## src/rtl/chunked_serial_adder.sv

```systemverilog
// Multi-cycle adder: {co,s} = a + b + cin, CHUNK bits per clock with the carry
// held in a register between chunks. start/busy/done handshake, signed overflow flag.
module chunked_serial_adder #(
    parameter int WIDTH = 16,
    parameter int CHUNK = 4
) (
    input  logic             clk,
    input  logic             rst,
    input  logic             start,
    input  logic [WIDTH-1:0] a,
    input  logic [WIDTH-1:0] b,
    input  logic             cin,
    output logic             busy,
    output logic             done,
    output logic [WIDTH-1:0] s,
    output logic             co,
    output logic             ovf
);

    localparam int NCHUNK = WIDTH / CHUNK;
    localparam int IDX_W  = (NCHUNK > 1) ? $clog2(NCHUNK) : 1;
    localparam logic [IDX_W-1:0] LAST_IDX = IDX_W'(NCHUNK - 1);

    typedef enum logic [1:0] {IDLE, RUN, DONE} state_t;

    state_t           r_state;
    logic [WIDTH-1:0] r_a;
    logic [WIDTH-1:0] r_b;
    logic [WIDTH-1:0] r_psum;
    logic             r_carry;
    logic [IDX_W-1:0] r_idx;
    logic             r_busy;
    logic             r_done;
    logic [WIDTH-1:0] r_s;
    logic             r_co;
    logic             r_ovf;

    logic [CHUNK:0]   w_chunk_sum;
    logic [WIDTH-1:0] w_psum_next;

    function automatic logic [CHUNK:0] add_chunk(input logic [CHUNK-1:0] x,
                                                 input logic [CHUNK-1:0] y,
                                                 input logic             c);
        return {1'b0, x} + {1'b0, y} + {{CHUNK{1'b0}}, c};
    endfunction

    function automatic logic signed_ovf(input logic a_msb, input logic b_msb,
                                        input logic s_msb);
        return (a_msb == b_msb) && (s_msb != a_msb);
    endfunction

    // Current chunk sum, merged into the partial sum so the final edge can publish it directly
    always_comb begin
        w_chunk_sum = add_chunk(r_a[r_idx*CHUNK +: CHUNK], r_b[r_idx*CHUNK +: CHUNK], r_carry);
        w_psum_next = r_psum;
        w_psum_next[r_idx*CHUNK +: CHUNK] = w_chunk_sum[CHUNK-1:0];
    end

    always_ff @(posedge clk or posedge rst) begin
        if (rst) begin
            r_state <= IDLE;
            r_a     <= '0;
            r_b     <= '0;
            r_psum  <= '0;
            r_carry <= 1'b0;
            r_idx   <= '0;
            r_busy  <= 1'b0;
            r_done  <= 1'b0;
            r_s     <= '0;
            r_co    <= 1'b0;
            r_ovf   <= 1'b0;
        end else begin
            case (r_state)
                IDLE, DONE: begin
                    r_done <= 1'b0;
                    if (start) begin
                        r_a     <= a;
                        r_b     <= b;
                        r_carry <= cin;
                        r_psum  <= '0;
                        r_idx   <= '0;
                        r_busy  <= 1'b1;
                        r_state <= RUN;
                    end else begin
                        r_state <= IDLE;
                    end
                end
                RUN: begin
                    r_psum  <= w_psum_next;
                    r_carry <= w_chunk_sum[CHUNK];
                    r_idx   <= r_idx + 1'b1;
                    // Results are only published here, so s/co/ovf hold the previous value throughout RUN
                    if (r_idx == LAST_IDX) begin
                        r_idx   <= '0;
                        r_busy  <= 1'b0;
                        r_done  <= 1'b1;
                        r_s     <= w_psum_next;
                        r_co    <= w_chunk_sum[CHUNK];
                        r_ovf   <= signed_ovf(r_a[WIDTH-1], r_b[WIDTH-1], w_psum_next[WIDTH-1]);
                        r_state <= DONE;
                    end
                end
                default: r_state <= IDLE;
            endcase
        end
    end

    assign busy = r_busy;
    assign done = r_done;
    assign s    = r_s;
    assign co   = r_co;
    assign ovf  = r_ovf;

endmodule

```

## config.mk

```make
export PLATFORM = sky130hd
export DESIGN_NAME = chunked_serial_adder
export DESIGN_NICKNAME = d
export VERILOG_FILES = /design/src/rtl/chunked_serial_adder.sv
export SDC_FILE = /design/constraint.sdc
export NUM_CORES = 1
export LEC_CHECK = 0
export CORE_ASPECT_RATIO = 1.75
export CORE_UTILIZATION = 34
export CTS_CLUSTER_SIZE = 30
export DETAILED_ROUTE_END_ITERATION = 6
export HOLD_SLACK_MARGIN = 0.08
export PLACE_DENSITY = 0.56
export SYNTH_ARGS = -nofsm -noshare
export SYNTH_HDL_FRONTEND = slang
export SYNTH_SLANG_ARGS = --single-unit
```

## constraint.sdc

```tcl
create_clock -name clk -period 2.5 [get_ports clk]
set_input_delay 0.5 -clock clk [delete_from_list [all_inputs] [get_ports clk]]
set_output_delay 0.5 -clock clk [all_outputs]
set_load 0.05 [all_outputs]
```

==> results of run 1 <==
## critical path, cell delays in order (launching register included)
cell and delay [ns]:
dfrtp_2 0.44, mux4_2 0.54, fa_2 0.40, inv_1 0.08, fa_2 0.51, o221ai_2 0.20
o21a_1 0.14
## flip-flops by register name, indices dropped and copies added (netlist names)
name	count
busy	1
co	1
done	1
ovf	1
r_a	16
r_b	16
r_carry	1
r_idx	2
r_psum	16
r_state	2
s	16
## per-layer routing
layer | global-route usage | vias up | wire (microns)
met5 | 0 | - | 0
met4 | 0.104 | 0 | 254
met3 | 0.0354 | 17 | 168
met2 | 0.286 | 48 | 4330
met1 | 0.180 | 1144 | 2880
li1 | - | 1098 | -
## Yosys cell counts (all sizes together) (5+ instances only)
library cell  instances  area, sq um
a22oi                 7         52.6
nor2                  8         30.0
nand2                17         63.8
a21oi                 9         45.0
ha                    9          113
buf                   7         33.8
a22o                  9         78.8
clkbuf                6         22.5
a32o                  8         80.1
nor2b                 5         31.3
o21ai                14         70.1
inv                  17         63.8
dfrtp                73         1830
mux2                 35          394
mux4                  8          180
## timing repair
item,in CTS,in global routing
hold endpoints to repair,0,0
resized for setup,5,11
pin swaps,1,3
buffers inserted,0,1
setup endpoints to repair,7,19
## logic make-up after synthesis
family / Yosys count
buf+inv: 30
xor+xnor: 1
fa+ha+maj: 11
mux: 43
flops: 73
compound gates: 61
simple gates: 44
## stage by stage
stage / setup WS, ns / hold slack (ns) / instance area (sq um) / instances / TNS, ns
3_3_place_gp: -0.0137 / 0.464 / 4140 / 438 / -0.0406
2_1_floorplan: -0.0166 / 0.458 / 3380 / 263 / -0.0166
6_report: 0.114 / 0.473 / 4490 / 455 / 0
5_1_grt: -0.0299 / 0.500 / 4490 / 455 / -0.0521
3_5_place_dp: -0.0915 / 0.471 / 4140 / 438 / -0.400
4_1_cts: 0.00300 / 0.483 / 4440 / 454 / 0
## final cells by class
class                   instances  area (sq um)  area share
flip-flops and latches         73          1830       0.408
multi-input cells             160          1500       0.335
repair buffers                 67           666       0.148
clock buffers                  13           260      0.0580
well taps                     122           153      0.0340
inverters                      17          63.8      0.0142
clock inverters                 3          15.0     0.00335
## worst max path at each step
stage	startpoint	endpoint	slack [ns]
6_report	r_idx[0]$_DFFE_PP0P_	s[13]$_DFFE_PP0P_	0.11
2_1_floorplan	rst	r_idx[0]$_DFFE_PP0P_	-0.02
3_5_place_dp	r_idx[0]$_DFFE_PP0P_	r_psum[13]$_DFFE_PP0P_	-0.09
3_3_place_gp	r_idx[0]$_DFFE_PP0P_	s[13]$_DFFE_PP0P_	-0.01
5_1_grt	r_idx[0]$_DFFE_PP0P_	s[7]$_DFFE_PP0P_	-0.03
4_1_cts	r_idx[0]$_DFFE_PP0P_	s[5]$_DFFE_PP0P_	0.003
==> metrics.md, run 1 <==
| Metric | Value |
|---|---|
| Worst setup SP type | flop |
| Reg2Reg Capture Point | s[13]$_DFFE_PP0P_ |
| DRC Markers | 0 |
| Clock latency on the worst-skew pair | roughly 0.33 ns |
| Crit-path max FO | 6 |
| Initial core utilization | 0.354 |
| Core area | approximately 9500 sq um |
| Final hold vios | 0 |
| H-Tree Depth | 3 |
| Setup Skew | roughly 0.0047 ns |
| Synth Register Bits | 73 |
| Largest net degree at the start of global routing | 74 |
| Post-synth top flop | dfrtp_1 |
| Commonest non-fill, non-tap cell in the layout | dfrtp_1 |
| Total I/O pin count | between 50 and 60 |
| Vias | approximately 2300 |
| Fmax achieved | 419 MHz |
| DR iter-0 viols | between 100 and 150 |
| GPL Wtd Cong | ~0.83 |
| Vias per inst | 5.07 |
| Post-Syn Instances | about 260 |
| Post-Synthesis Cell Area | 3380 sq um |
| Slew HR | 0.580 |
| Total wire length | between 7 and 8 mm |
| Tightest Pin Transition | ~0.63 ns |
| Largest family of logic cells by synthesized area | multiplexers |
| Worst hold path cell count | 2 |
| Hold EP | s[10]$_DFFE_PP0P_ |
| Die X | roughly 77 microns |
| GRT Overall Usage | 0.165 |
| Post-synth cell types | 44 |
| Post-Syn Nets | 310 |
| Worst hold start | s[10]$_DFFE_PP0P_ |
| Reg2reg start | r_idx[0]$_DFFE_PP0P_ |
| Yosys warns | 0 |
| Max_cap viols | 0 |
| Period minus WS final | between 2 and 2.5 ns |
| EDFF count, synth | 0 |
| R2R cell count | 6 |
| Layout area overhead | 33.0% |
| FILL cells | 893 |
| Max Slew Vio Count | 0 |
| Critical Path AT | roughly 2.7 ns |
| Port Buffer Count | 55 |
| WS Path Type | reg2reg |
| Clock Tree Buf Depth | 2 |
| Mean Syn Cell Area | 12.8 sq um |
| HPWL Detailed | ~5.5 mm |
| Die area | 10300 sq um |
| Multiplexer share of the synthesized area | 0.170 |
| Status | completed |
| Num CTS Buffers | 9 |
| Final nets | between 300 and 400 |
| Vias in the first global route | around 2500 |
| Hold_buf cts | 0 |
| Root buf cell | clkbuf_16 |
| GR Overflow Total | 0 |
| Async set-reset flop share out of synthesis | 1.00 |
| First-pass GRT wire length | ~13 mm |
| Crit. End Element | flop |
| Reg2Reg Setup Slack | between 0.1 and 0.15 ns |
| Detailed-route wire length per cell | ~17 microns |
| Tcrit/Tclk final | 0.954 |
| Most frequent cells in the layout | dfrtp_1 (71), clkdlybuf4s50_1 (55), mux2_2 (35) |
| Worst Path Required | roughly 2.8 ns |
| Routed Antenna Nets | 0 |
| Initial antenna violation count | 0 |
| Setup violators final | 0 |
| # clock sinks | 73 |
| Hold crit path type | reg2reg |
| Post-synthesis compound-gate area fraction | 0.130 |
| Clock transition at path regs | 0.05 ns |
| Simple-gate share of the synthesized area | 0.0756 |
| Ant. Diodes | 0 |
| RSZ-0062 raised after global routing | true |
| CTS tree | done |
| FP Rows | 47 |
| Die height | roughly 130 microns |
| Proportion of layout cells with a drive suffix above 1 | 0.282 |
| Final Util | 0.471 |
| Synth Area in Adders | 0.0452 |
| DRT Pass-1 Iters | 4 |
| Sequential area share after synthesis | 0.541 |
| Xor and xnor fraction of the mapped netlist area | 0.00259 |
Power of run 1 is not shown: default switching activity piles up to over one toggle a cycle in this logic, so the estimate is an artifact.
==> run 2: changes to the inputs <==
- GPL_TIMING_DRIVEN: not set -> 1
- SKIP_LAST_GASP: not set -> 1
==> results of run 2 <==
Same layout as run 1: the final DEF is identical, and so are final timing and power.
Power of run 2 is left out for the same reason.
